File: config.mk
export PLATFORM = sky130hd
export DESIGN_NAME = prism_aux_engine
export DESIGN_NICKNAME = d
export VERILOG_FILES = /design/src/rtl/prism_aux_engine.sv
export SDC_FILE = /design/constraint.sdc
export NUM_CORES = 1
export LEC_CHECK = 0
export CORE_MARGIN = 2
export CORE_UTILIZATION = 40
export CTS_BUF_LIST = sky130_fd_sc_hd__clkbuf_8
export DETAILED_ROUTE_END_ITERATION = 8
export GPL_ROUTABILITY_DRIVEN = 0
export PLACE_DENSITY = 0.57
export SLEW_MARGIN = 20
export SYNTH_ARGS = -nofsm -noshare
export SYNTH_HDL_FRONTEND = slang
export SYNTH_SLANG_ARGS = --single-unit
export TNS_END_PERCENT = 1
File: constraint.sdc
create_clock -name i_clk -period 5 [get_ports i_clk]
set_input_delay 0.5 -clock i_clk [delete_from_list [all_inputs] [get_ports i_clk]]
set_output_delay 0.5 -clock i_clk [all_outputs]
set_load 0.01 [all_outputs]
File: src/rtl/prism_aux_engine.sv
// prism_aux_engine: NUM_CNT countdown channels with optional auto-reload,
// a length-programmable serial shift register and a sticky status/mask
// interrupt unit on the TinyQV register bus.
// Optional build macro: PRISM_AUX_CAPTURE_EN adds per-channel count capture
// registers (input i_cnt_capture, reads at 0x20+4i).
module prism_aux_engine #(
  parameter int unsigned NUM_CNT     = 2,
  parameter int unsigned CNT_WIDTH   = 24,
  parameter int unsigned SHIFT_WIDTH = 32,
  parameter int unsigned SER_INPUTS  = 4
) (
  input  logic                   i_clk,
  input  logic                   i_rst,
  input  logic                   i_exec,
  input  logic [NUM_CNT-1:0]     i_cnt_load,
  input  logic [NUM_CNT-1:0]     i_cnt_dec,
`ifdef PRISM_AUX_CAPTURE_EN
  input  logic [NUM_CNT-1:0]     i_cnt_capture,
`endif
  input  logic                   i_shift_en,
  input  logic [SER_INPUTS-1:0]  i_ser_in,
  input  logic [5:0]             i_address,
  input  logic [31:0]            i_data_in,
  input  logic [1:0]             i_data_write_n,
  output logic [31:0]            o_data_out,
  output logic                   o_ser_out,
  output logic [NUM_CNT-1:0]     o_cnt_zero,
  output logic                   o_shift_cnt_zero,
  output logic                   o_irq
);

  localparam int unsigned SEL_W = (SER_INPUTS > 2) ? 2 : 1;
  localparam int unsigned IDX_W = $clog2(SHIFT_WIDTH);
  // Implemented STATUS / IRQ_MASK bits: one event per channel plus shift_done.
  localparam logic [16:0] STAT_MASK = {1'b1, 16'((32'd1 << NUM_CNT) - 32'd1)};

  logic [SEL_W-1:0]       r_ser_sel;
  logic                   r_dir;
  logic [4:0]             r_len_m1;
  logic [NUM_CNT-1:0]     r_autoreload;
  logic [16:0]            r_status;
  logic [16:0]            r_mask;
  logic [SHIFT_WIDTH-1:0] r_data;
  logic [5:0]             r_bit_cnt;
  logic [CNT_WIDTH-1:0]   r_preload [NUM_CNT];
  logic [CNT_WIDTH-1:0]   r_count   [NUM_CNT];
`ifdef PRISM_AUX_CAPTURE_EN
  logic [CNT_WIDTH-1:0]   r_capture [NUM_CNT];
`endif

  logic                   w_wr;
  logic [3:0]             w_widx;
  logic                   w_wr_shift;
  logic [16:0]            w_w1c;
  logic [CNT_WIDTH-1:0]   w_cnt_nxt [NUM_CNT];
  logic [NUM_CNT-1:0]     w_evt;
  logic [5:0]             w_len_raw;
  logic [5:0]             w_len;
  logic [IDX_W-1:0]       w_top;
  logic [SHIFT_WIDTH-1:0] w_keep;
  logic [SHIFT_WIDTH-1:0] w_left;
  logic [SHIFT_WIDTH-1:0] w_right;
  logic [SHIFT_WIDTH-1:0] w_shifted;
  logic                   w_bit;
  logic                   w_shift;
  logic                   w_done_set;
  logic [16:0]            w_set;

  // Bus decode: only aligned 32-bit writes are accepted.
  assign w_widx     = i_address[5:2];
  assign w_wr       = (i_data_write_n == 2'b10) && (i_address[1:0] == 2'b00);
  assign w_wr_shift = w_wr && (w_widx == 4'd3);
  assign w_w1c      = (w_wr && (w_widx == 4'd1)) ? i_data_in[16:0] : 17'd0;

  // Countdown next-state and terminal-count events per channel.
  always_comb begin
    for (int i = 0; i < NUM_CNT; i++) begin
      w_cnt_nxt[i] = r_count[i];
      w_evt[i]     = 1'b0;
      if (i_exec && i_cnt_load[i] && !i_cnt_dec[i]) begin
        w_cnt_nxt[i] = r_preload[i];
      end else if (i_exec && i_cnt_dec[i] && !i_cnt_load[i]) begin
        if (r_count[i] > CNT_WIDTH'(1)) begin
          w_cnt_nxt[i] = r_count[i] - CNT_WIDTH'(1);
        end else if (r_count[i] == CNT_WIDTH'(1)) begin
          w_cnt_nxt[i] = '0;
          w_evt[i]     = 1'b1;
        end else if (r_autoreload[i]) begin
          w_cnt_nxt[i] = r_preload[i];
        end
      end
    end
  end

  // Shift datapath: effective length, both directions, bits above length zeroed.
  always_comb begin
    w_len_raw = 6'(r_len_m1) + 6'd1;
    w_len     = (w_len_raw > 6'(SHIFT_WIDTH)) ? 6'(SHIFT_WIDTH) : w_len_raw;
    w_top     = IDX_W'(w_len - 6'd1);
    w_keep    = ~({SHIFT_WIDTH{1'b1}} << w_len);
    w_bit     = i_ser_in[r_ser_sel];
    w_left    = {r_data[SHIFT_WIDTH-2:0], w_bit};
    w_right   = {1'b0, r_data[SHIFT_WIDTH-1:1]};
    w_right[w_top] = w_bit;
    w_shifted = (r_dir ? w_right : w_left) & w_keep;
  end

  // A SHIFT_DATA write pre-empts a same-cycle shift.
  assign w_shift    = i_exec && i_shift_en && !w_wr_shift;
  assign w_done_set = w_shift && (r_bit_cnt == (w_len - 6'd1));
  assign w_set      = {w_done_set, 16'(w_evt)};

  // Control, status, mask and shift state.
  always_ff @(posedge i_clk) begin
    if (i_rst) begin
      r_ser_sel    <= '0;
      r_dir        <= 1'b0;
      r_len_m1     <= '0;
      r_autoreload <= '0;
      r_status     <= '0;
      r_mask       <= '0;
      r_data       <= '0;
      r_bit_cnt    <= '0;
    end else begin
      if (w_wr && (w_widx == 4'd0)) begin
        r_ser_sel    <= i_data_in[SEL_W-1:0];
        r_dir        <= i_data_in[2];
        r_len_m1     <= i_data_in[7:3];
        r_autoreload <= i_data_in[8 +: NUM_CNT];
      end
      if (w_wr && (w_widx == 4'd2)) r_mask <= i_data_in[16:0] & STAT_MASK;
      r_status <= ((r_status & ~w_w1c) | w_set) & STAT_MASK;
      if (w_wr_shift) begin
        r_data    <= SHIFT_WIDTH'(i_data_in);
        r_bit_cnt <= '0;
      end else if (w_shift) begin
        r_data    <= w_shifted;
        r_bit_cnt <= w_done_set ? 6'd0 : r_bit_cnt + 6'd1;
      end
    end
  end

  // Per-channel preload, live count and optional capture.
  always_ff @(posedge i_clk) begin
    for (int i = 0; i < NUM_CNT; i++) begin
      if (i_rst) begin
        r_preload[i] <= '0;
        r_count[i]   <= '0;
`ifdef PRISM_AUX_CAPTURE_EN
        r_capture[i] <= '0;
`endif
      end else begin
        if (w_wr && (w_widx == 4'(4 + i))) r_preload[i] <= CNT_WIDTH'(i_data_in);
        r_count[i] <= w_cnt_nxt[i];
`ifdef PRISM_AUX_CAPTURE_EN
        if (i_exec && i_cnt_capture[i]) r_capture[i] <= r_count[i];
`endif
      end
    end
  end

  // Combinational read mux; unmapped or unaligned addresses read 0.
  always_comb begin
    o_data_out = '0;
    if (i_address[1:0] == 2'b00) begin
      case (w_widx)
        4'd0:    o_data_out = 32'({r_autoreload, r_len_m1, r_dir, 2'(r_ser_sel)});
        4'd1:    o_data_out = 32'(r_status);
        4'd2:    o_data_out = 32'(r_mask);
        4'd3:    o_data_out = 32'(r_data);
        default: o_data_out = '0;
      endcase
      for (int i = 0; i < NUM_CNT; i++) begin
        if (w_widx == 4'(4 + i)) o_data_out = 32'(r_count[i]);
`ifdef PRISM_AUX_CAPTURE_EN
        if (w_widx == 4'(8 + i)) o_data_out = 32'(r_capture[i]);
`endif
      end
    end
  end

  // Level flags derived from registered state.
  always_comb begin
    for (int i = 0; i < NUM_CNT; i++) o_cnt_zero[i] = (r_count[i] == '0);
  end

  assign o_ser_out        = r_dir ? r_data[0] : r_data[w_top];
  assign o_shift_cnt_zero = (r_bit_cnt == 6'd0);
  assign o_irq            = |(r_status & r_mask);

endmodule

# Word-level counts from Yosys, hierarchy flattened
# Memory sizes are Yosys's and may differ from the RTL's.
# Index checks and enable logic that the tools add are counted.
[totals] n_memories=2 reg_bits=68 ramBits=96 word_cells=123
[mem_list] memory="r_count" words=2 word_bits=24 read_ports=2 rd_ports_with_merged_regs=0 wr=2 line_no="46" rtl="logic [CNT_WIDTH-1:0] r_count [NUM_CNT];"
[mem_list] memory="r_preload" words=2 word_bits=24 read_ports=2 rd_ports_with_merged_regs=0 wr=2 line_no="45" rtl="logic [CNT_WIDTH-1:0] r_preload [NUM_CNT];"
[op_classes] mux=49 n_eq_ne=9 n_shift=1 n_lt_le_gt_ge=6 n_bitwise=10 n_addsub=5 n_reduce_logical=32
[op_table] op="$mux W24" n=14
[op_table] op="$mux W32" n=6
[op_table] op="$pmux W32 S4" n=1
[op_table] op="$eq A24 B1 Y1 const B" n=2
[op_table] op="$gt A24 B1 Y1 const B" n=2
[op_table] op="$logic_not A24 Y1" n=2
[op_table] op="$sub A24 B1 Y24 const B" n=2
[op_table] op="$and A17 B17 Y17" n=2
[op_table] op="$and A32 B32 Y32" n=1
[op_table] op="$bwmux W32" n=1
[op_table] op="$not A32 Y32" n=1
[op_table] op="$shl A32 B6 Y32 const A" n=1
[op_table] op="$mux W1" n=21
[op_table] op="$logic_and A1 B1 Y1" n=19
[op_table] op="$mux W17" n=1
[op_table] op="$not A17 Y17" n=1
[op_table] op="$or A17 B17 Y17" n=1
[op_table] op="$reduce_or A17 Y1" n=1
[op_table] op="$mux W6" n=2
[op_table] op="$eq A4 B2 Y1 const B" n=2
[op_table] op="$eq A4 B3 Y1 const B" n=2
[op_table] op="$add A5 B1 Y6 const B" n=1
[op_table] op="$add A6 B1 Y6 const B" n=1
[op_table] op="$eq A6 B6 Y1" n=1
[op_table] op="17 further kinds" n=24

# Longest topological paths before layout
# Gate-level depths: netlist of the first run.
[depth] word_depth=13 mapped_depth=14 depth_no_buf=11

# Worst setup path after synthesis of the first run
# Ideal clock, no wire load.
[synth_timing] path_type="input to register" from="input i_address[4]" to="memory r_preload[0][0], enable pin" required_time_ns=4.562 t_arrival_ns=3.655 setup_time_ns=0.438 setup_slack_ns=0.906 cell_stages=6 path_cell_list="clkbuf_1 > nor3b_1 > clkbuf_1 > buf_1 > nand2_1 > o21ai_0"
[synth_rtl] item="start, declared" line_no="22" rtl="input logic [5:0] i_address,"
[synth_rtl] item="end, declared" line_no="45"

# Final worst setup path of the first run
[layout_timing] from="register r_len_m1[0]" to="output o_ser_out"
[layout_between] elab_chain_cells=7
[layout_rtl] item="start, declared" line_no="39" rtl="logic [4:0] r_len_m1;"
[layout_rtl] item="start signal, assigned" line_no="128" rtl="r_len_m1 <= i_data_in[7:3];"
[layout_rtl] item="$add A5 B1 Y6 *" line_no="97" rtl="w_len_raw = 6'(r_len_m1) + 6'd1;"
[layout_rtl] item="$gt A6 B6 Y1" line_no="98" rtl="w_len = (w_len_raw > 6'(SHIFT_WIDTH)) ? 6'(SHIFT_WIDTH) : w_len_raw;"
[layout_rtl] item="$mux W6 *" line_no="98"
[layout_rtl] item="$sub A6 B1 Y6 *"
[layout_rtl] item="$bmux W1 S5 *" line_no="187" rtl="assign o_ser_out = r_dir ? r_data[0] : r_data[w_top];"
[layout_rtl] item="$mux W1 (implied by the code) *" line_no="187"
[layout_rtl] item="$mux W1 *" line_no="187"
[layout_rtl] item="end, declared" line_no="26" rtl="output logic o_ser_out,"
# Every way passes the cells marked *; elsewhere a longest branch is shown, timed or not. The select of a mux whose other input is x is not followed.

==> results of run 1 <==
state kept, by name (all words and copies together), names as in the netlist:
name / count
r_status: 3
r_dir: 1
r_len_m1: 5
r_mask: 3
r_autoreload: 2
r_preload: 48
r_count: 48
r_ser_sel: 2
r_data: 32
r_bit_cnt: 6
how the worst max path moves through the flow:
stage	start	to	slack, ns	cells after the start
final	r_len_m1[0]	o_ser_out	0.46	13
after global routing	r_len_m1[0]	o_ser_out	0.16	13
after CTS	r_len_m1[0]	o_ser_out	0.44	13
after detailed placement	r_len_m1[0]	o_ser_out	0.96	13
after global placement	r_len_m1[0]	o_ser_out	0.99	13
after floorplan	i_address[4]	r_preload[0][0]	0.91	6
per-stage QoR:
step | setup WS (ns) | hold slack [ns] | power, mW
global route | 0.162 | 0.295 | 5.21
floorplan | 0.906 | 0.449 | 3.23
CTS | 0.436 | 0.276 | 4.86
detailed placement | 0.959 | 0.453 | 3.88
finish | 0.462 | 0.298 | 4.88
global placement | 0.990 | 0.440 | 3.86
worst register-to-register path: cells and delay by family, from the launching register on:
kind | cells | cell delay (ns)
buffers and inverters | 3 | 0.54
AND/OR/NAND/NOR | 4 | 1.33
adder cells (fa/ha/maj) | 2 | 0.65
flip-flops | 1 | 0.32
AO/OA/AOI/OAI | 3 | 0.59
cells by family (layout without fill, tap and decap cells):
family	Yosys count	count (layout)	synth area share
adder cells (fa/ha/maj)	14	14	0.0179
AO/OA/AOI/OAI	362	362	0.253
AND/OR/NAND/NOR	520	520	0.268
flip-flops	150	150	0.357
multiplexers	34	34	0.0403
buffers and inverters	123	174	0.0491
XOR/XNOR	16	16	0.0144
layer usage:
| metal | wire (um) | global-route usage |
|---|---|---|
| met5 | 0 | 0 |
| met4 | 1280 | 0.102 |
| met3 | 2640 | 0.0457 |
| met2 | 16800 | 0.451 |
| met1 | 15500 | 0.382 |
cell type report:
| class | count | area [um^2] |
|---|---|---|
| fillers | 2463 | 12800 |
| multi-input cells | 946 | 5870 |
| flip-flops and latches | 150 | 3480 |
| repair buffers | 114 | 1070 |
| well taps | 324 | 405 |
| clock buffers | 17 | 234 |
| clock inverters | 15 | 169 |
| inverters | 28 | 105 |
where the power goes:
group	switching [mW]	internal [mW]
clock network	0.528	0.456
logic	1.48	0.832
registers	0.193	1.39
cell usage after synthesis, types with 4 or more instances:
| cell type | number |
|---|---|
| nand2_1 | 145 |
| dfxtp_1 | 102 |
| nand3_1 | 88 |
| o21ai_0 | 86 |
| a21oi_1 | 85 |
| nor2_1 | 83 |
| clkbuf_1 | 80 |
| and2_1 | 59 |
| edfxtp_1 | 48 |
| nor3_1 | 43 |
| a31oi_1 | 33 |
| mux2i_1 | 28 |
| inv_1 | 27 |
| o211ai_1 | 25 |
| a32oi_1 | 21 |
| a211oi_1 | 19 |
| nor2b_1 | 17 |
| and3_1 | 14 |
| ha_1 | 14 |
| o32ai_1 | 13 |
| a222oi_1 | 10 |
| a22oi_1 | 10 |
| nand4_1 | 10 |
| nand2b_1 | 9 |
| o2111ai_1 | 9 |
| xnor2_1 | 9 |
| nor4_1 | 8 |
| a221oi_1 | 7 |
| buf_2 | 7 |
| or3_1 | 7 |
| xor2_1 | 7 |
| or2_2 | 6 |
| a32o_1 | 5 |
| and3b_1 | 5 |
| buf_1 | 5 |
| nand3b_1 | 5 |
| nor4_2 | 5 |
| a211o_1 | 4 |
| mux4_2 | 4 |
| nor3b_1 | 4 |
==> flow_metrics.tcl, run 1 <==
set metrics [dict create \
    cp_max_fo 14 \
    place_inst 1562 \
    grtUsageTotal 0.281 \
    postCtsHoldBufs 0 \
    dr.first_iter.drc_count 1364 \
    synth_top_area_frac 0.209 \
    utilization 0.470 \
    endpoint_kind "output port" \
    fin_crit_sh 0.908 \
    vias_per_cell 6.22 \
    synth_cells 1219 \
    clockBufferDepth 2 \
    fin_area_um2 11300 \
    synth_area_um2 9760 \
    grt_pass1_vias 9236 \
    synth_cell_types 74 \
    finalCriticalPeriod_ns 4.54 \
    cpPeakStageDelay_ns 0.56 \
    via_count 9913 \
    ys_seq_area_frac 0.357 \
    critPathTopFamily "buffers and inverters" \
    core_area_um2 24100 \
    die_x_um 160 \
    crit_type "register to output port" \
    post_cts_buffers 0 \
    path_buf_inv 3 \
    min_from "i_rst" \
    skew_ns 0.0160 \
    cp_slowest_cell "ha_1" \
    grt_pass1_wl_mm 55.5 \
    grt_start_max_net_pins 69 \
    initial_utilization 0.405 \
    die_y_um 160 \
    clkTransAtPathRegs_ns 0.10 \
    holdPathStages 2 \
    max_clock_freq_mhz 220 \
    routed_wl_mm 36.2 \
    p_per_area_nw_per_um2 430 \
    slew_viol_final 0 \
    cts_resized 0 \
    finalNetCount 1323 \
    vdd_drop_max_mv 0.273 \
    r2r-end "r_data[14]" \
    post-dp-hpwl_mm 26.0 \
    max_slew.worst_pin.slew_ns 1.13 \
    reg2reg_depth 12 \
    cts_tree "yes" \
    dieArea_um2 25700 \
    ios 89 \
    timing.slew.headroom 0.243 \
    clock_latency_ns 0.47 \
    synthFlopType "dfxtp_1" \
    critical_path_arrival_ns 4.04 \
    cts.sinks 150 \
    io_buffer_count 88 \
    fin_cells 1594 \
    timing.max_cap.violations 0 \
    antenna_found_initial 0 \
    layout-area-overhead-vs-synth_pct 16.2 \
    wl_per_cell_um 22.7 \
    synth_enable_flop_cells 48 \
    cts_buffers 17 \
    rsz0062_at_grt "false" \
    start_kind "register" \
    cpMostUsedCell "ha_1" \
    ant_nets 0 \
    ys.warnings.count 0 \
    whs_endpoint "r_count[0][0]" \
    required_ns 4.50 \
    yosysTopAreaCell "dfxtp_1" \
    drc 0 \
    tns_ns 0 \
    hold_class "input port to register" \
    htree_levels 4 \
    drive_gt1_frac 0.0811 \
    postPlaceCellArea_um2 10900 \
    syn-mean-instance-area_um2 8.01 \
    drt-pass1-iter-count 7 \
    synthTopCellsByArea "dfxtp_1 21%, edfxtp_1 15%, nand2_1 5.6%" \
    total_leakage_power_nw 3.80 \
    mostFrequentLayoutCells "145 x nand2_1, 101 x dfxtp_1, 88 x nand3_1, 87 x clkdlybuf4s50_1" \
    finalSetupViolCount 0 \
    status "complete, no violations" \
    antennaDiodeCount 0 \
    reg2reg_slack_ns 1.48 \
    crit_chain "ha_1 -> buf_4 -> nor2b_1 -> a21oi_1 -> inv_1 -> ha_1 -> mux2_2 -> nand3_1 -> o21ai_0 -> or4_1 -> a32oi_1 -> o211ai_1 -> clkdlybuf4s50_1" \
    synth-seq-cells 150 \
    cts-root-buf "clkbuf_8" \
    grt_remaining_overflow 0 \
    hold_viol 0 \
    rows 57 \
    postSynthNetCount 1285 \
    reg2reg_from "r_len_m1[0]" \
    synthArstFlopShare 0 \
    final_common_cell "nand2_1" \
]
No activity file was read; power rests on OpenSTA's default activity.
==> run 2, diff against run 1 <==
- CAP_MARGIN: unset -> 0
- CTS_CLUSTER_DIAMETER: unset -> 200
- SKIP_CTS_REPAIR_TIMING: unset -> 1
==> results of run 2 <==
The final DEF is identical to that of run 1; final timing and power are the same.
